### config.mk
export PLATFORM = sky130hd
export DESIGN_NAME = sched_bus_flat
export DESIGN_NICKNAME = d
export VERILOG_FILES = /design/src/rtl/sched_bus_if.sv /design/src/rtl/sched_bus.sv /design/src/flat_wrapper.sv
export SDC_FILE = /design/constraint.sdc
export NUM_CORES = 1
export LEC_CHECK = 0
export BUFFER_PORTS_ARGS = -buffer_cell sky130_fd_sc_hd__buf_2
export CAP_MARGIN = 15
export CORE_UTILIZATION = 36
export DETAILED_ROUTE_END_ITERATION = 16
export PLACE_DENSITY = 0.58
export SYNTH_ARGS = -nofsm -noshare
export SYNTH_HDL_FRONTEND = slang
export SYNTH_SLANG_ARGS = --single-unit
### constraint.sdc
create_clock -name clk -period 2.8 [get_ports clk]
set_input_delay 0.56 -clock clk [delete_from_list [all_inputs] [get_ports clk]]
set_output_delay 0.56 -clock clk [all_outputs]
set_load 0.03 [all_outputs]
### src/rtl/sched_bus_if.sv
// rtl/sched_bus_if.sv - memory-bus handshake between the phase scheduler and the memory side.
interface sched_bus_if;
    logic bus_req;
    logic bus_ready;
    logic bus_err;

    modport master (output bus_req, output bus_err, input bus_ready);
    modport slave  (input bus_req, input bus_err, output bus_ready);
endinterface

### src/rtl/sched_bus.sv
// rtl/sched_bus.sv - FETCH/EXEC/MEM/WB phase scheduler with wait states, bus handshake and timeout.
module sched_bus #(
    parameter int WAIT_W  = 4,
    parameter int TO_W    = 8,
    parameter int TIMEOUT = 200,
    parameter int CNT_W   = 16
) (
    input  logic              clk,
    input  logic              reset,
    input  logic              run,
    input  logic              step,
    input  logic              err_clr,
    input  logic              need_mem,
    input  logic [WAIT_W-1:0] wait_cfg,
    sched_bus_if.master       bus,
    output logic              phf,
    output logic              phe,
    output logic              phm,
    output logic              phw,
    output logic [CNT_W-1:0]  icnt,
    output logic [2:0]        clk_stat
);

    typedef enum logic [2:0] {
        S_IDLE  = 3'd0,
        S_FETCH = 3'd1,
        S_EXEC  = 3'd2,
        S_MEM   = 3'd3,
        S_WB    = 3'd4,
        S_ERR   = 3'd5
    } state_t;

    state_t             state_q, state_d;
    logic [TO_W-1:0]    k_q, k_d;
    logic [WAIT_W-1:0]  wait_q, wait_d;
    logic [CNT_W-1:0]   icnt_q, icnt_d;
    logic               err_q, err_d;

    logic in_bus_phase;
    logic waits_done;
    logic phase_done;
    logic phase_last;

    assign in_bus_phase = (state_q == S_FETCH) || (state_q == S_MEM);
    assign waits_done   = {{WAIT_W{1'b0}}, k_q} > {{TO_W{1'b0}}, wait_q};
    assign phase_done   = in_bus_phase && waits_done && bus.bus_ready;
    assign phase_last   = k_q == TO_W'(TIMEOUT);

    always_comb begin
        state_d = state_q;
        k_d     = k_q;
        wait_d  = wait_q;
        icnt_d  = icnt_q;
        err_d   = err_q;
        case (state_q)
            S_IDLE: begin
                if (run || step) begin
                    state_d = S_FETCH;
                    k_d     = TO_W'(1);
                    wait_d  = wait_cfg;
                end
            end
            S_FETCH, S_MEM: begin
                if (phase_done) begin
                    state_d = (state_q == S_FETCH) ? S_EXEC : S_WB;
                end else if (phase_last) begin
                    state_d = S_ERR;
                    err_d   = 1'b1;
                end else begin
                    k_d = k_q + 1'b1;
                end
            end
            S_EXEC: begin
                if (need_mem) begin
                    state_d = S_MEM;
                    k_d     = TO_W'(1);
                    wait_d  = wait_cfg;
                end else begin
                    state_d = S_WB;
                end
            end
            S_WB: begin
                icnt_d = icnt_q + 1'b1;
                if (run) begin
                    state_d = S_FETCH;
                    k_d     = TO_W'(1);
                    wait_d  = wait_cfg;
                end else begin
                    state_d = S_IDLE;
                end
            end
            S_ERR: begin
                if (err_clr) begin
                    state_d = S_IDLE;
                    err_d   = 1'b0;
                end
            end
            default: state_d = S_IDLE;
        endcase
    end

    always_ff @(posedge clk or negedge reset) begin
        if (!reset) begin
            state_q <= S_IDLE;
            k_q     <= '0;
            wait_q  <= '0;
            icnt_q  <= '0;
            err_q   <= 1'b0;
        end else begin
            state_q <= state_d;
            k_q     <= k_d;
            wait_q  <= wait_d;
            icnt_q  <= icnt_d;
            err_q   <= err_d;
        end
    end

    // Strobes decode the registered state, so an async reset clears them without a clock edge.
    assign phf         = (state_q == S_FETCH) && waits_done && bus.bus_ready;
    assign phe         = (state_q == S_EXEC);
    assign phm         = (state_q == S_MEM) && waits_done && bus.bus_ready;
    assign phw         = (state_q == S_WB);
    assign bus.bus_req = in_bus_phase;
    assign bus.bus_err = err_q;
    assign icnt        = icnt_q;
    assign clk_stat    = state_q;

endmodule

### src/flat_wrapper.sv
// flat-port wrapper written by rule: the top's interface ports become plain ports
module sched_bus_flat 
#(
    parameter int WAIT_W  = 4,
    parameter int TO_W    = 8,
    parameter int TIMEOUT = 200,
    parameter int CNT_W   = 16
)
  (clk, reset, run, step, err_clr, need_mem, wait_cfg, phf, phe, phm, phw, icnt, clk_stat, bus_bus_req, bus_bus_err, bus_bus_ready);
  sched_bus_if bus_i ();
  input  logic clk;
  input  logic reset;
  input  logic run;
  input  logic step;
  input  logic err_clr;
  input  logic need_mem;
  input  logic [WAIT_W-1:0] wait_cfg;
  output logic phf;
  output logic phe;
  output logic phm;
  output logic phw;
  output logic [CNT_W-1:0] icnt;
  output logic [2:0] clk_stat;
  output wire logic [$bits(bus_i.bus_req)-1:0] bus_bus_req;
  output wire logic [$bits(bus_i.bus_err)-1:0] bus_bus_err;
  input wire logic [$bits(bus_i.bus_ready)-1:0] bus_bus_ready;
  assign bus_bus_req = bus_i.bus_req;
  assign bus_bus_err = bus_i.bus_err;
  assign bus_i.bus_ready = bus_bus_ready;
  sched_bus #(.WAIT_W(WAIT_W), .TO_W(TO_W), .TIMEOUT(TIMEOUT), .CNT_W(CNT_W)) u_core (.clk(clk), .reset(reset), .run(run), .step(step), .err_clr(err_clr), .need_mem(need_mem), .wait_cfg(wait_cfg), .bus(bus_i), .phf(phf), .phe(phe), .phm(phm), .phw(phw), .icnt(icnt), .clk_stat(clk_stat));
endmodule
==> results.toml, run 1 <==
[placed_design]
place_inst = 240
placed_cell_area_sq_um = 1879
io_buffer_count = 35
place_congestion = 0.9311
dp_hpwl_microns = 2382

[route]
ant_nets = 0
wl_per_cell_microns = 13.67
drc_errors = 0
drt-total-wl_microns = 3377
dr.first_iter.drc_count = 57
drtPass1Iterations = 4
vias = 1328
via_per_inst = 5.377

[sta]
slew_headroom_pct = 53.15
fin_worst_skew_ns = 0.002654
post-route-period-util_pct = 91.09
setup_violations = 0
finalMaxSlewViolations = 0
rsz0062_at_grt = "no"
finalHoldViolCount = 0
worst_slew_pin_slew_ns = 0.7028
fmax_mhz = 392.1
fin_crit_ns = 2.551
final.setup.tns_ns = 0

[flow_run]
drv_cap = 0

[power_and_ir_drop]
p_per_area_nw_per_um2 = 958.1
p_leak_nw = 0.9994
vdd_ir_drop_max_mv = 0.6107

[layout]
fin_nets = 213
drive_gt1_share_pct = 26.67
fillers = 417
area_growth_syn_to_layout_pct = 19.98
fin_cells = 247
final_area_sq_um = 1976
antenna-diode-count = 0

[critical_path]
rrSetupSlack_ns = 0.61
reg2reg_to = "u_core.k_q[1]$_DFFE_PN0P_"
cp.arrival_ns = 1.99
cp-start-kind = "register"
end_kind = "output port"
cp.required_ns = 2.24
worst-path-max-fanout = 7
rr_startpoint = "u_core.k_q[7]$_DFFE_PN0P_"
path_class = "reg2out"
r2r_cells = 6

[grt]
grt_usage_pct = 14.59
grt_pass1_vias = 1247
antenna_found_initial = 0
grt_max_degree = 33
overflow = 0
grt_pass1_wl_microns = 5651

[clock_tree]
tritoncts = "built"
hold_buffers = 0
clk_latency_ns = 0.28
cts-buffers-inserted = 5
clock-sinks = 32
cts.path.max_buffers = 2
clk_pin_slew_worst_paths_ns = 0.07
cts_root_buf = "clkbuf_8"
cts_setup_buffers = 0
cts_resized = 0
htree_levels = 2

[floorplanning]
ios = 36
dieHeight_microns = 69.63
design.die.area_sq_um = 4848
core-area_sq_um = 4384
die_w_microns = 69.63
start_util_pct = 37.56
rows = 24

[synth]
yosysUniqueCellTypes = 39
synth.top_cell.area_share_pct = 48.63
synth_area_leaders = "dfrtp_1 49%, ha_1 5.3%, xnor2_1 4.8%"
yosys.area.top_type = "dfrtp_1"
syn_inst = 157
synth_fp_nets = 175
ys_ff_latch = 32
synth_seq_area_share_pct = 48.63
yosysWarnings = 0
netlist_area_sq_um = 1647
avgSynthCellArea_sq_um = 10.49

[hold_path]
min_path_type = "in2async"

[status]
outcome = "completed"
==> metrics by stage <==
stage | setup slack (ns) | total power [mW] | hold slack (ns) | utilization (%)
after floorplan | 0.2862 | 1.292 | 0.2644 | -
after global placement | 0.5932 | 1.496 | 0.4515 | 42.87
after detailed placement | 0.5771 | 1.518 | 0.4515 | 42.87
after CTS | 0.2639 | 1.904 | 0.3510 | 45.06
after global routing | 0.1394 | 2.032 | 0.3920 | 45.06
final | 0.2495 | 1.893 | 0.3198 | 45.06
==> sequential cells by signal (all words and copies together), names as in the netlist <==
name and flops:
u_core.bus.bus_err 1, u_core.clk_stat 3, u_core.icnt 16, u_core.k_q 8
u_core.wait_q 4
==> metal layers <==
layer	GRT usage [%]	vias to the layer above	wire, microns
li1	-	646	-
met1	18.52	628	1561
met4	4.000	0	43
met2	23.30	46	1564
met3	5.523	8	208
met5	0	-	0
==> cells by family (layout without fill, tap and decap cells) <==
logic type	count (synthesis)	after routing	share of synthesized area, %
adder cells (fa/ha/maj)	7	7	5.319
AO/OA/AOI/OAI	25	25	10.18
multiplexers	4	4	2.659
flip-flops	32	32	48.63
buffers and inverters	12	50	2.735
AND/OR/NAND/NOR	62	62	22.49
XOR/XNOR	15	15	7.979
==> power breakdown <==
| group | switching [mW] | leakage, nW | internal, mW | total (mW) |
|---|---|---|---|---|
| Combinational | 0.484 | 0.524 | 0.310 | 0.795 |
| Clock | 0.167 | 0.0503 | 0.219 | 0.386 |
| Sequential | 0.142 | 0.425 | 0.570 | 0.712 |
| Total | 0.794 | 0.999 | 1.10 | 1.89 |
==> area by class of cell <==
| type | count | area [sq um] | share of cell area (%) |
|---|---|---|---|
| clock buffer | 7 | 96.34 | 4.877 |
| inverter | 6 | 22.52 | 1.140 |
| multi-input combinational | 113 | 800.8 | 40.53 |
| sequential | 32 | 800.8 | 40.53 |
| tap | 52 | 65.06 | 3.293 |
| timing repair buffer | 37 | 190.2 | 9.626 |
==> worst max-delay path by stage <==
stage | from | to | depth (start not counted)
after floorplan | u_core.k_q[1]$_DFFE_PN0P_ | phf | 7
after global placement | u_core.k_q[7]$_DFFE_PN0P_ | phm | 5
after detailed placement | u_core.k_q[7]$_DFFE_PN0P_ | phm | 5
after CTS | u_core.k_q[1]$_DFFE_PN0P_ | phm | 6
after global routing | u_core.k_q[0]$_DFFE_PN0P_ | phf | 8
final | u_core.k_q[7]$_DFFE_PN0P_ | phm | 5
==> synthesized netlist by cell type <==
| cell | number |
|---|---|
| a211oi_2 | 1 |
| a21o_1 | 2 |
| a21oi_1 | 4 |
| a21oi_2 | 1 |
| a311oi_1 | 1 |
| and2_1 | 1 |
| and3_1 | 6 |
| and3_4 | 1 |
| and4_1 | 2 |
| clkbuf_1 | 6 |
| clkinv_1 | 1 |
| dfrtp_1 | 32 |
| ha_1 | 7 |
| inv_1 | 5 |
| mux2_2 | 3 |
| mux2i_1 | 1 |
| nand2_1 | 10 |
| nand2b_1 | 2 |
| nand3_1 | 9 |
| nand3b_1 | 2 |
| nand4_1 | 7 |
| nand4b_1 | 1 |
| nor2_1 | 7 |
| nor2b_1 | 2 |
| nor3_1 | 2 |
| nor3b_1 | 1 |
| nor3b_2 | 1 |
| nor4b_1 | 2 |
| nor4bb_1 | 1 |
| o211ai_1 | 5 |
| o21ai_0 | 6 |
| o21ai_1 | 1 |
| o21bai_1 | 1 |
| o31ai_1 | 3 |
| or3_1 | 2 |
| or4_1 | 2 |
| or4_4 | 1 |
| xnor2_1 | 9 |
| xor2_1 | 6 |
==> worst max-delay path: stages (launching register included) <==
cell and delay (ns):
dfrtp_1 0.41, or4_4 0.55, a211oi_2 0.23, a21oi_2 0.14
and3_4 0.20, buf_2 0.17
==> placed cells by master, fill, tap and decap left out, types with 2 or more instances in the layout <==
cell / instances
or4_1: 2
or3_1: 2
nor3_1: 2
o31ai_1: 3
mux2_2: 3
buf_4: 2
nor2b_1: 2
and4_1: 2
o21ai_0: 6
xor2_1: 6
nand3b_1: 2
nor4b_1: 2
nand4_1: 7
nand2b_1: 2
nand2_1: 10
ha_1: 7
a21o_1: 2
a21oi_1: 4
buf_2: 35
clkbuf_8: 7
xnor2_1: 9
dfrtp_1: 32
nor2_1: 7
inv_1: 5
o211ai_1: 5
nand3_1: 9
and3_1: 6
(Power assumes the default switching activity.)
==> inputs of run 2 (changes only) <==
Settings changed: ABC_AREA from default to 1, PLACE_DENSITY 0.58 to 0.56.
==> run 2 against run 1 <==
Net effect: first-iteration DRC count decreased by 19%; worst hold slack improved by 0.026 ns; power increased by 8.1%; global-route usage increased by 3.0 points; utilization decreased by 1.1 points; worst setup slack improved by 0.095 ns; clock skew increased by 0.0019 ns; sequential power decreased by 3.7%; sequential cell count unchanged; critical path type unchanged.
==> results.toml, run 2 <==
[status]
outcome = "completed"

[placed_design]
place_congestion = 0.7866
dp_hpwl_microns = 3475
pre_cts_ws_ns = 0.6458
io_buffer_count = 35

[floorplanning]
dieHeight_microns = 78.35
start_util_pct = 37.64
design.die.area_sq_um = 6138
core-area_sq_um = 5574
ios = 36
rows = 27
die_w_microns = 78.35

[layout]
antenna-diode-count = 0
layout_common_cells = "82 x nand2_1, 35 x buf_2, 34 x inv_1"
fin_nets = 336
drive_gt1_share_pct = 21.94
layout_commonest_cell = "nand2_1"
area_growth_syn_to_layout_pct = 16.70
largest_reg_flops = 16

[clock_tree]
clk_latency_ns = 0.29
hold_buffers = 0
cts_setup_buffers = 0
cts_root_buf = "clkbuf_8"
cts.path.max_buffers = 2
clk_pin_slew_worst_paths_ns = 0.07
cts_resized = 0
tritoncts = "built"
cts-buffers-inserted = 5
htree_levels = 2
clock-sinks = 32

[critical_path]
rr_startpoint = "u_core.k_q[3]$_DFFE_PN0P_"
cp.required_ns = 2.24
cp-start-kind = "register"
setup.worst_path.start = "u_core.k_q[3]$_DFFE_PN0P_"
worst-path-max-fanout = 7
end_kind = "output port"
cp.arrival_ns = 1.90
path_class = "reg2out"

[synth]
synth_seq_area_share_pct = 38.16
ys.flop_type = "dfrtp_1"
yosys.area.top_type = "dfrtp_1"
synth_fp_nets = 295
netlist_area_sq_um = 2098
syn_inst = 277
yosysUniqueCellTypes = 28
async_flop_share_pct = 100.0
yosysWarnings = 0
ys_ff_latch = 32
avgSynthCellArea_sq_um = 7.575
synth_edf_count = 0
synth.top_cell.area_share_pct = 38.16
synthMostInstantiatedCell = "nand2_1"
ys_top_cells_by_count = "82 x nand2_1, 34 x inv_1, 32 x dfrtp_1"
synth_area_leaders = "dfrtp_1 38%, nand2_1 15%, inv_1 6.1%"

[grt]
grt_usage_pct = 17.60
grt_pass1_vias = 1777
busiest_layer = "met2"
met2_usage_pct = 27.89
overflow = 0
grt_pass1_wl_microns = 8293
grt_max_degree = 33
use_met3_pct = 5.116
antenna_found_initial = 0
use_met1_pct = 23.23

[sta]
setup_violations = 0
slew_headroom_pct = 49.66
fmax_mhz = 407.2
finalMaxSlewViolations = 0
finalHoldViolCount = 0
rsz0062_at_grt = "no"
worst_slack_ns = 0.3440
final.setup.tns_ns = 0
fin_crit_ns = 2.456
post-route-period-util_pct = 87.71
worst_slew_pin_slew_ns = 0.7551
fin_worst_skew_ns = 0.004589

[power_and_ir_drop]
p_leak_nw = 1.307
vdd_ir_drop_max_mv = 0.4096
p_switching_mw = 0.9660
p_per_area_nw_per_um2 = 835.6
clkPwrFrac_pct = 18.3
combPwrFrac_pct = 48.2
swShare_pct = 47.21
p_seq_share_pct = 33.5
intPower_mw = 1.080

[route]
wl_per_cell_microns = 11.79
drc_errors = 0
drtPass1Iterations = 4
via_per_inst = 4.517
drt-total-wl_microns = 4608
vias = 1766
ant_nets = 0
dr.first_iter.drc_count = 46

[flow_run]
drv_cap = 0

[hold_path]
min_path_type = "in2async"
## run 2: power by group through the flow
stage               sequential (mW)  combinational [mW]  clock, mW
floorplan                     0.771               0.664          0
global placement              0.691               0.998          0
detailed placement            0.695                1.00          0
CTS                           0.688                1.01      0.392
global route                  0.705                1.14      0.406
finish                        0.686               0.986      0.374
## run 2: through the flow
step | hold slack (ns) | total power, mW | instance area (sq um) | util, % | std cells
after floorplan | 0.2644 | 1.436 | 2098 | - | 277
after global placement | 0.4548 | 1.688 | 2359 | 42.31 | 383
after detailed placement | 0.4751 | 1.696 | 2359 | 42.31 | 383
after CTS | 0.3711 | 2.087 | 2449 | 43.93 | 391
after global routing | 0.4112 | 2.251 | 2449 | 43.93 | 391
final | 0.3455 | 2.046 | 2449 | 43.93 | 391
## run 2: routing by layer
| layer | wire length, microns | vias up |
|---|---|---|
| met5 | 0 | - |
| met4 | 34 | 0 |
| met3 | 192 | 4 |
| met2 | 2065 | 32 |
| met1 | 2315 | 783 |
| li1 | - | 947 |
## run 2: kinds of logic after synthesis
| kind of cell | share of synthesized area (%) |
|---|---|
| AOI/OAI and AO/OA | 3.399 |
| and+or+nand+nor | 39.65 |
| buffers and inverters | 7.930 |
| adders and majority gates | 4.174 |
| xor gates and xnor gates | 6.678 |
| DFF | 38.16 |
## run 2: worst paths after layout
path                       slack (ns)                        endpoint  depth (start not counted)
setup / recovery                 0.34                             phm                          8
hold / removal                   0.35    u_core.wait_q[2]$_DFFE_PN0P_                          1
setup reg to reg                 0.98  u_core.clk_stat[0]$_DFFE_PN0P_                         10
hold reg to reg                  0.49  u_core.bus.bus_err$_DFFE_PN0P_                          2
max in group asynchronous        1.98      u_core.icnt[2]$_DFFE_PN0P_                          1
min in group clk                 0.49  u_core.bus.bus_err$_DFFE_PN0P_                          2
## run 2: final cells by class
| cell class | instances | area [sq um] |
|---|---|---|
| clock buffers | 8 | 90.09 |
| multi-input cells | 203 | 1131 |
| repair buffers | 35 | 175.2 |
| inverters | 41 | 161.4 |
| well taps | 72 | 90.09 |
| flip-flops and latches | 32 | 800.8 |
| fillers | 588 | 3126 |
## run 2: critical path: stages, from the launching register on
cell     delay (ns)
dfrtp_1        0.44
ha_1           0.32
nand2_1        0.07
inv_1          0.05
nand2_1        0.04
nand2_1        0.12
nand3_1        0.22
nor2_1         0.14
buf_2          0.20
